## config.mk

```make
export PLATFORM = sky130hd
export DESIGN_NAME = ac_mac_sequencer
export DESIGN_NICKNAME = d
export VERILOG_FILES = /design/src/rtl/ac_mac_sequencer.sv
export SDC_FILE = /design/constraint.sdc
export NUM_CORES = 1
export LEC_CHECK = 0
export ABC_CLOCK_PERIOD_IN_PS = 4300
export CAP_MARGIN = 15
export CORE_MARGIN = 4
export CORE_UTILIZATION = 45
export DETAILED_ROUTE_END_ITERATION = 10
export GPL_TIMING_DRIVEN = 0
export PLACE_DENSITY = 0.93
export SYNTH_ARGS = -nofsm -noshare
export SYNTH_HDL_FRONTEND = slang
export SYNTH_SLANG_ARGS = --single-unit
```

## constraint.sdc

```tcl
create_clock -name clk -period 4.3 [get_ports clk]
set_clock_uncertainty 0.15 [all_clocks]
set_input_delay 0.645 -clock clk [delete_from_list [all_inputs] [get_ports clk]]
set_output_delay 0.645 -clock clk [all_outputs]
set_load 0.01 [all_outputs]
```

## src/rtl/ac_mac_sequencer.sv

```systemverilog
// Dot-product sequencer: drives AC, ALU and data memory through C = sum(A[i]*B[i]).
// One run clears AC, performs len read-read-MAC triples, then writes AC to c_addr.
module ac_mac_sequencer #(
    parameter int WORD_SIZE = 24,
    parameter int ADDR_W    = 16,
    parameter int LEN_W     = 8
) (
    input  logic                 clk,
    input  logic                 rst,
    input  logic                 start,
    input  logic                 abort,
    input  logic [LEN_W-1:0]     len,
    input  logic [ADDR_W-1:0]    a_base,
    input  logic [ADDR_W-1:0]    b_base,
    input  logic [ADDR_W-1:0]    a_stride,
    input  logic [ADDR_W-1:0]    b_stride,
    input  logic [ADDR_W-1:0]    c_addr,
    output logic                 busy,
    output logic                 done,
    output logic [ADDR_W-1:0]    mem_addr,
    output logic                 mem_rd,
    input  logic [WORD_SIZE-1:0] mem_rdata,
    output logic                 mem_wr,
    output logic [WORD_SIZE-1:0] mem_wdata,
    input  logic [WORD_SIZE-1:0] ac_q,
    output logic                 ac_write_en,
    output logic [WORD_SIZE-1:0] ac_din,
    output logic                 ac_alu_to_ac,
    output logic [1:0]           alu_op,
    output logic [WORD_SIZE-1:0] alu_a,
    output logic [WORD_SIZE-1:0] alu_b
);

    typedef enum logic [2:0] {
        IDLE, CLR, RD_A, RD_B, MAC, WB, DONE
    } state_t;

    state_t             state_reg, state_next;
    logic [LEN_W-1:0]   cnt_reg;
    logic [ADDR_W-1:0]  a_ptr_reg, b_ptr_reg;
    logic [ADDR_W-1:0]  a_stride_reg, b_stride_reg;
    logic [ADDR_W-1:0]  c_addr_reg;
    logic [WORD_SIZE-1:0] alu_a_reg;

    always_ff @(posedge clk or posedge rst) begin
        if (rst) begin
            state_reg    <= IDLE;
            cnt_reg      <= '0;
            a_ptr_reg    <= '0;
            b_ptr_reg    <= '0;
            a_stride_reg <= '0;
            b_stride_reg <= '0;
            c_addr_reg   <= '0;
            alu_a_reg    <= '0;
        end else begin
            state_reg <= state_next;
            case (state_reg)
                IDLE: if (start) begin
                    cnt_reg      <= len;
                    a_ptr_reg    <= a_base;
                    b_ptr_reg    <= b_base;
                    a_stride_reg <= a_stride;
                    b_stride_reg <= b_stride;
                    c_addr_reg   <= c_addr;
                end
                // A element arrives the cycle after its read; hold it for the MAC
                RD_B: alu_a_reg <= mem_rdata;
                MAC: begin
                    a_ptr_reg <= a_ptr_reg + a_stride_reg;
                    b_ptr_reg <= b_ptr_reg + b_stride_reg;
                    cnt_reg   <= cnt_reg - LEN_W'(1);
                end
                default: ;
            endcase
        end
    end

    assign ac_din = '0;
    assign alu_a  = alu_a_reg;
    assign alu_b  = mem_rdata;

    always_comb begin
        state_next   = state_reg;
        busy         = 1'b1;
        done         = 1'b0;
        mem_addr     = '0;
        mem_rd       = 1'b0;
        mem_wr       = 1'b0;
        mem_wdata    = '0;
        ac_write_en  = 1'b0;
        ac_alu_to_ac = 1'b0;
        alu_op       = 2'b00;
        case (state_reg)
            IDLE: begin
                busy = 1'b0;
                if (start) state_next = CLR;
            end
            CLR: begin
                ac_write_en = 1'b1;
                state_next  = (cnt_reg == '0) ? WB : RD_A;
            end
            RD_A: begin
                mem_addr   = a_ptr_reg;
                mem_rd     = 1'b1;
                state_next = RD_B;
            end
            RD_B: begin
                mem_addr   = b_ptr_reg;
                mem_rd     = 1'b1;
                state_next = MAC;
            end
            MAC: begin
                alu_op       = 2'b10;
                ac_alu_to_ac = 1'b1;
                state_next   = (cnt_reg == LEN_W'(1)) ? WB : RD_A;
            end
            WB: begin
                mem_addr   = c_addr_reg;
                mem_wr     = 1'b1;
                mem_wdata  = ac_q;
                state_next = DONE;
            end
            DONE: begin
                done       = 1'b1;
                state_next = IDLE;
            end
            default: state_next = IDLE;
        endcase
        // Abort still lets a WB-cycle write complete, but skips DONE
        if (abort && state_reg != IDLE) state_next = IDLE;
    end

endmodule

```

==> results of run 1 <==
-- report_power, final --
part           switching [W]  leakage [nW]  internal (W)  total, W
clock network       0.000504         0.313       0.00107   0.00158
registers           0.000407          1.38       0.00162   0.00203
logic                0.00209          2.94       0.00178   0.00387
total                0.00300          4.64       0.00448   0.00748
-- per-layer routing --
| layer | GRT usage (%) | vias up |
|---|---|---|
| li1 | - | 3135 |
| met1 | 32.3 | 3159 |
| met2 | 47.7 | 343 |
| met3 | 7.34 | 45 |
| met4 | 8.87 | 0 |
| met5 | 0 | - |
-- metrics by stage --
step                instance area, um^2  hold slack [ns]
detailed placement                 9520            0.312
floorplan                          6910            0.296
global route                      10200            0.340
CTS                               10200            0.325
finish                            10200            0.327
global placement                   9490            0.308
-- Yosys cell counts (14+ instances only) --
master / count
nand3_1: 14
nor2_1: 29
dfrtp_1: 115
o21ai_0: 28
mux2i_1: 18
buf_4: 50
a21oi_1: 28
clkbuf_1: 20
and2_1: 25
ha_1: 32
mux2_2: 24
nor3_1: 17
nand2_1: 218
-- kinds of logic (layout without fill, tap and decap cells) --
| group | after synthesis | count (layout) | synth area share (%) |
|---|---|---|---|
| multiplexers | 42 | 42 | 6.60 |
| XOR/XNOR | 25 | 25 | 3.21 |
| adder cells (fa/ha/maj) | 34 | 34 | 6.46 |
| AND/OR/NAND/NOR | 325 | 325 | 20.4 |
| flip-flops | 115 | 115 | 42.2 |
| buffers and inverters | 99 | 366 | 8.40 |
| other | 1 | 25 | 0.0550 |
| AO/OA/AOI/OAI | 133 | 133 | 12.7 |
-- layout by cell type, fill, tap and decap left out, types with 24 or more instances in the layout --
cell and instances:
nand2_1 218, clkdlybuf4s50_1 234, conb_1 25, a21oi_1 28, o21ai_0 28, mux2_2 24, dfrtp_1 115, ha_1 32
and2_1 25, nor2_1 29, buf_4 50
-- worst paths after layout --
path / slack [ns] / end / from / depth (start not counted)
worst max register to register: 1.58 / a_ptr_reg[12]$_DFFE_PP0P_ / a_ptr_reg[0]$_DFFE_PP0P_ / 10
min in group asynchronous: 0.53 / alu_a[14]$_DFFE_PP0N_ / rst / 2
max in group asynchronous: 2.70 / a_ptr_reg[12]$_DFFE_PP0P_ / rst / 3
worst min-delay path: 0.33 / c_addr_reg[1]$_DFFE_PP0P_ / c_addr_reg[1]$_DFFE_PP0P_ / 2
worst min register to register: 0.33 / c_addr_reg[1]$_DFFE_PP0P_ / c_addr_reg[1]$_DFFE_PP0P_ / 2
worst max-delay path: 0.59 / alu_op[1] / state_reg[2]$_DFFE_PP0P_ / 7
-- critical path, cell delays in order (launching register included) --
cell             delay, ns
dfrtp_1               0.37
clkbuf_1              0.35
nand2_1               0.36
inv_1                 0.15
buf_2                 0.25
buf_2                 0.32
buf_4                 0.16
clkdlybuf4s50_1       0.52
-- final cells by class --
| class | count | area, um^2 |
|---|---|---|
| Buffer | 87 | 528 |
| Clock buffer | 23 | 478 |
| Clock inverter | 9 | 175 |
| Fill cell | 1104 | 4530 |
| Inverter | 12 | 47.5 |
| Multi-Input combinational cell | 584 | 3460 |
| Sequential cell | 115 | 2880 |
| Tap cell | 184 | 230 |
| Timing Repair Buffer | 235 | 2370 |
==> run summary, run 1 <==
Outcome -> completed
Post-layout minimum cycle time -> 3.71 ns
NumNets Final -> 1226
Top_reg_cell synth -> dfrtp_1
GP Congestion -> 0.911
Cts repair resizes -> 0
Relative slew slack -> 45.9%
Drt first pass iters -> 5
Final WL -> 23700 um
Yosys top cell area share -> 42.2%
DRC -> 0
Worst-path clk slew -> 0.05 ns
First-pass GRT wire length -> 36400 um
WL per Instance -> 19.0 um
Setup bufs post-CTS -> 0
Final non-filler cell total -> 1249
Fmax -> 270 MHz
#FFs+latches synth -> 115
Port buffer count -> 234
Worst EP required -> 3.50 ns
M1 WL -> 9100 um
Dpl ws -> 1.11 ns
Crit path max fanout -> 11
Die width -> 131 um
Setup TNS -> 0 ns
Worst VDD drop -> 0.443 mV
Synth async-reset ratio -> 100%
Post-Syn Area -> 6820 um^2
Finished Core Util -> 69.2%
Fin crit share -> 86.3%
Detailed placement HPWL -> 18300 um
ANT cells -> 0
Critical setup path kind -> reg2out
FP Rows -> 44
Ys Warns -> 0
Initial antenna violation count -> 0
Placed Cells -> 1217
Largest register FFs -> 24
Vias in the first global route -> 6570
Layout cells sized above 1 -> 11.7%
Detailed-route via count -> 6682
Clock Sinks -> 115
I/O pin cnt -> 260
Core ar. -> 14700 um^2
Power Density -> 735 nW/um^2
WL met3 -> 1990 um
Worst-skew pair later-pin latency -> 0.42 ns
RSZ-0062 raised after global routing -> false
Synth cell types -> 54
Total gr overflow -> 0
Initial Util -> 46.4%
Largest net degree at the start of global routing -> 75
Final ANT Viol Nets -> 0
Final Slew Violations -> 0
H-tree lvl count -> 4
TritonCTS buffer count -> 17
Die Area -> 17200 um^2
Fin worst setup slack -> 0.591 ns
Chip height -> 131 um
DR top layer -> met4
Mapped Avg Cell Area -> 8.81 um^2
Hold Vio Cnt, Final -> 0
Crit end category -> output port
WP data arrival -> 2.91 ns
Max_cap viols -> 0
Yosys top cell by area -> dfrtp_1
Worst-margin pin slew -> 0.811 ns
Root buffer cell -> clkbuf_16
Post-synth EDFFs -> 0
Area growth syn-to-layout -> 49.0%
Drt via density -> 5.35
Total GRT Usage -> 27.1%
Total power -> 0.00748 W
Initial DRC Count -> 548
Hold crit path type -> reg2reg
CTS tree -> done
Setup Viol. Count Final -> 0
CTS Buffer Depth -> 2
CTS Hold Buffers Added -> 0
Seq/Total Area, Yosys -> 42.2%
Met2 wire len -> 11900 um
Crit start category -> register
Synth top area cells -> dfrtp_1 42%, nand2_1 12%, ha_1 5.9%
Leakage -> 4.64 nW
Mapped Cells -> 774
Power figures use the tool's default switching activity.
==> run 2: changes to the inputs <==
CAP_MARGIN = default   (was 15)
==> results of run 2 <==
No change in the layout: final DEF, timing and power equal those of run 1.
==> run 3: changes to the inputs <==
CORE_ASPECT_RATIO = 0.6   (was default)
CTS_CLUSTER_DIAMETER = 60   (was default)
SKIP_CTS_REPAIR_TIMING = 1   (was default)
==> run summary, run 3 (synthesis results as in run 1) <==
Crit-path slowest cell -> clkdlybuf4s50_1
Vias in the first global route -> 6929 (+5.5%)
Crit start category -> register
NumNets Final -> 1226 (unchanged)
Worst EP required -> 3.50 ns (about the same)
First-pass GRT wire length -> 37300 um (+2.3%)
Outcome -> completed
Max_cap viols -> 0 (unchanged)
Layout cells sized above 1 -> 11.7% (unchanged)
Finished Core Util -> 69.2% (about the same)
Crit end category -> output port
H-tree lvl count -> 4 (unchanged)
Relative slew slack -> 41.1% (-4.8 points)
Drt first pass iters -> 8 (+3)
GP Congestion -> 0.954 (+4.6%)
Initial antenna violation count -> 0 (unchanged)
CTS tree -> done
Met1 Use GR -> 35.7% (+3.4 points)
Total GRT Usage -> 27.9% (+0.77 points)
FP Rows -> 34 (-23%)
Final ANT Viol Nets -> 0 (unchanged)
Detailed-route via count -> 6888 (+3.1%)
Placed Area -> 9540 um^2 (+0.21%)
Die width -> 167 um (+27%)
GR met3 Demand/Resource -> 8.74% (+1.4 points)
M2 GR Usage -> 45.8% (-1.9 points)
Power Density -> 741 nW/um^2 (+0.76%)
Initial DRC Count -> 601 (+9.7%)
Most frequent CP cell -> buf_2
Port buffer count -> 234 (unchanged)
Final WL -> 24600 um (+3.9%)
Total gr overflow -> 0 (unchanged)
Final Slew Violations -> 0 (unchanged)
Hold crit path type -> reg2reg
Worst-skew pair later-pin latency -> 0.42 ns (about the same)
Leakage -> 4.63 nW (-0.29%)
Root buffer cell -> clkbuf_16
Most used routing layer -> met2
Crit path buf inv count -> 6 (unchanged)
Chip height -> 103 um (-21%)
Worst hold slack -> 0.327 ns (+0.0000360 ns)
Crit path max fanout -> 11 (unchanged)
Fin crit share -> 90.0% (+3.8 points)
Area growth syn-to-layout -> 48.8%
Worst-path clk slew -> 0.05 ns (about the same)
Core ar. -> 14700 um^2 (-0.15%)
Initial Util -> 46.5% (+0.071 points)
TritonCTS buffer count -> 17 (unchanged)
ANT cells -> 0 (unchanged)
Clock Sinks -> 115 (unchanged)
RSZ-0062 raised after global routing -> false
Setup Viol. Count Final -> 0 (unchanged)
Largest register FFs -> 24 (unchanged)
Finished Cell Area -> 10200 um^2 (-0.14%)
DRC -> 0 (unchanged)
WP data arrival -> 3.08 ns (+0.17 ns)
CP max stage delay -> 0.53 ns (about the same)
Worst-path cell chain -> clkbuf_1 > nand2_1 > inv_1 > buf_2 > buf_2 > buf_4 > clkdlybuf4s50_1
Commonest non-fill, non-tap cell in the layout -> clkdlybuf4s50_1
Detailed placement HPWL -> 19000 um (+3.9%)
Drt via density -> 5.45 (+1.9%)
Commonest cells after routing, fill and taps aside -> 234 x clkdlybuf4s50_1, 218 x nand2_1, 115 x dfrtp_1
I/O pin cnt -> 260 (unchanged)
Fmax -> 258 MHz (-4.2%)
Die Area -> 17300 um^2 (+0.37%)
Top delay family on crit path -> buffers and inverters
WL per Instance -> 19.5 um (+2.8%)
Critical setup path kind -> reg2out
Hold Vio Cnt, Final -> 0 (unchanged)
Largest net degree at the start of global routing -> 84 (+12%)
CTS Buffer Depth -> 2 (unchanged)
Worst-margin pin slew -> 0.883 ns (+0.0727 ns)
Post-layout minimum cycle time -> 3.87 ns (+0.161 ns)
Worst VDD drop -> 0.442 mV (-0.16%)
==> run 3: metrics by stage <==
step | TNS, ns | instances | setup slack (ns) | power [W]
after global routing | 0 | 1263 | 0.323 | 0.00801
final | 0 | 1263 | 0.429 | 0.00752
after global placement | -149.12 | 1230 | -1.31 | 0.00569
after CTS | 0 | 1263 | 0.553 | 0.00745
after floorplan | 0 | 798 | 0.461 | 0.00452
after detailed placement | 0 | 1231 | 1.04 | 0.00589
==> run 3: tightest hold or removal path, delay by kind of cell, from the launching register on <==
family	cells	cell delay (ns)
flip-flops	1	0.34
AND/OR/NAND/NOR	2	0.11
==> run 3: area by class of cell <==
type,count,area (um^2)
fillers,1110,4520
multi-input cells,584,3460
flip-flops and latches,115,2880
repair buffers,235,2370
plain buffers,87,528
clock buffers,22,464
well taps,198,248
clock inverters,10,155
inverters,12,50.0
==> run 3: path summary, 6_finish.rpt <==
check                                      startpoint                          end  slack [ns]  depth (start not counted)
min reg2reg                c_addr_reg[14]$_DFFE_PP0P_   c_addr_reg[14]$_DFFE_PP0P_        0.33                          2
min                        c_addr_reg[14]$_DFFE_PP0P_   c_addr_reg[14]$_DFFE_PP0P_        0.33                          2
min in group asynchronous                         rst         alu_a[9]$_DFFE_PP0N_        0.44                          2
max reg2reg                  b_ptr_reg[0]$_DFFE_PP0P_    b_ptr_reg[14]$_DFFE_PP0P_        1.41                         10
max                          state_reg[2]$_DFFE_PP0P_                    alu_op[1]        0.43                          7
max in group asynchronous                         rst  b_stride_reg[3]$_DFFE_PP0P_        2.84                          3
==> run 3: per-layer routing <==
metal  wire length (um)  up-vias
met2              11600      416
met4                714        0
met5                  0        -
met3               2550       68
met1               9760     3268
li1                   -     3136
==> run 3: where the power goes <==
| part | switching (W) | internal, W |
|---|---|---|
| sequential | 0.000390 | 0.00162 |
| clock | 0.000506 | 0.000996 |
| combinational | 0.00222 | 0.00179 |
| total | 0.00312 | 0.00441 |
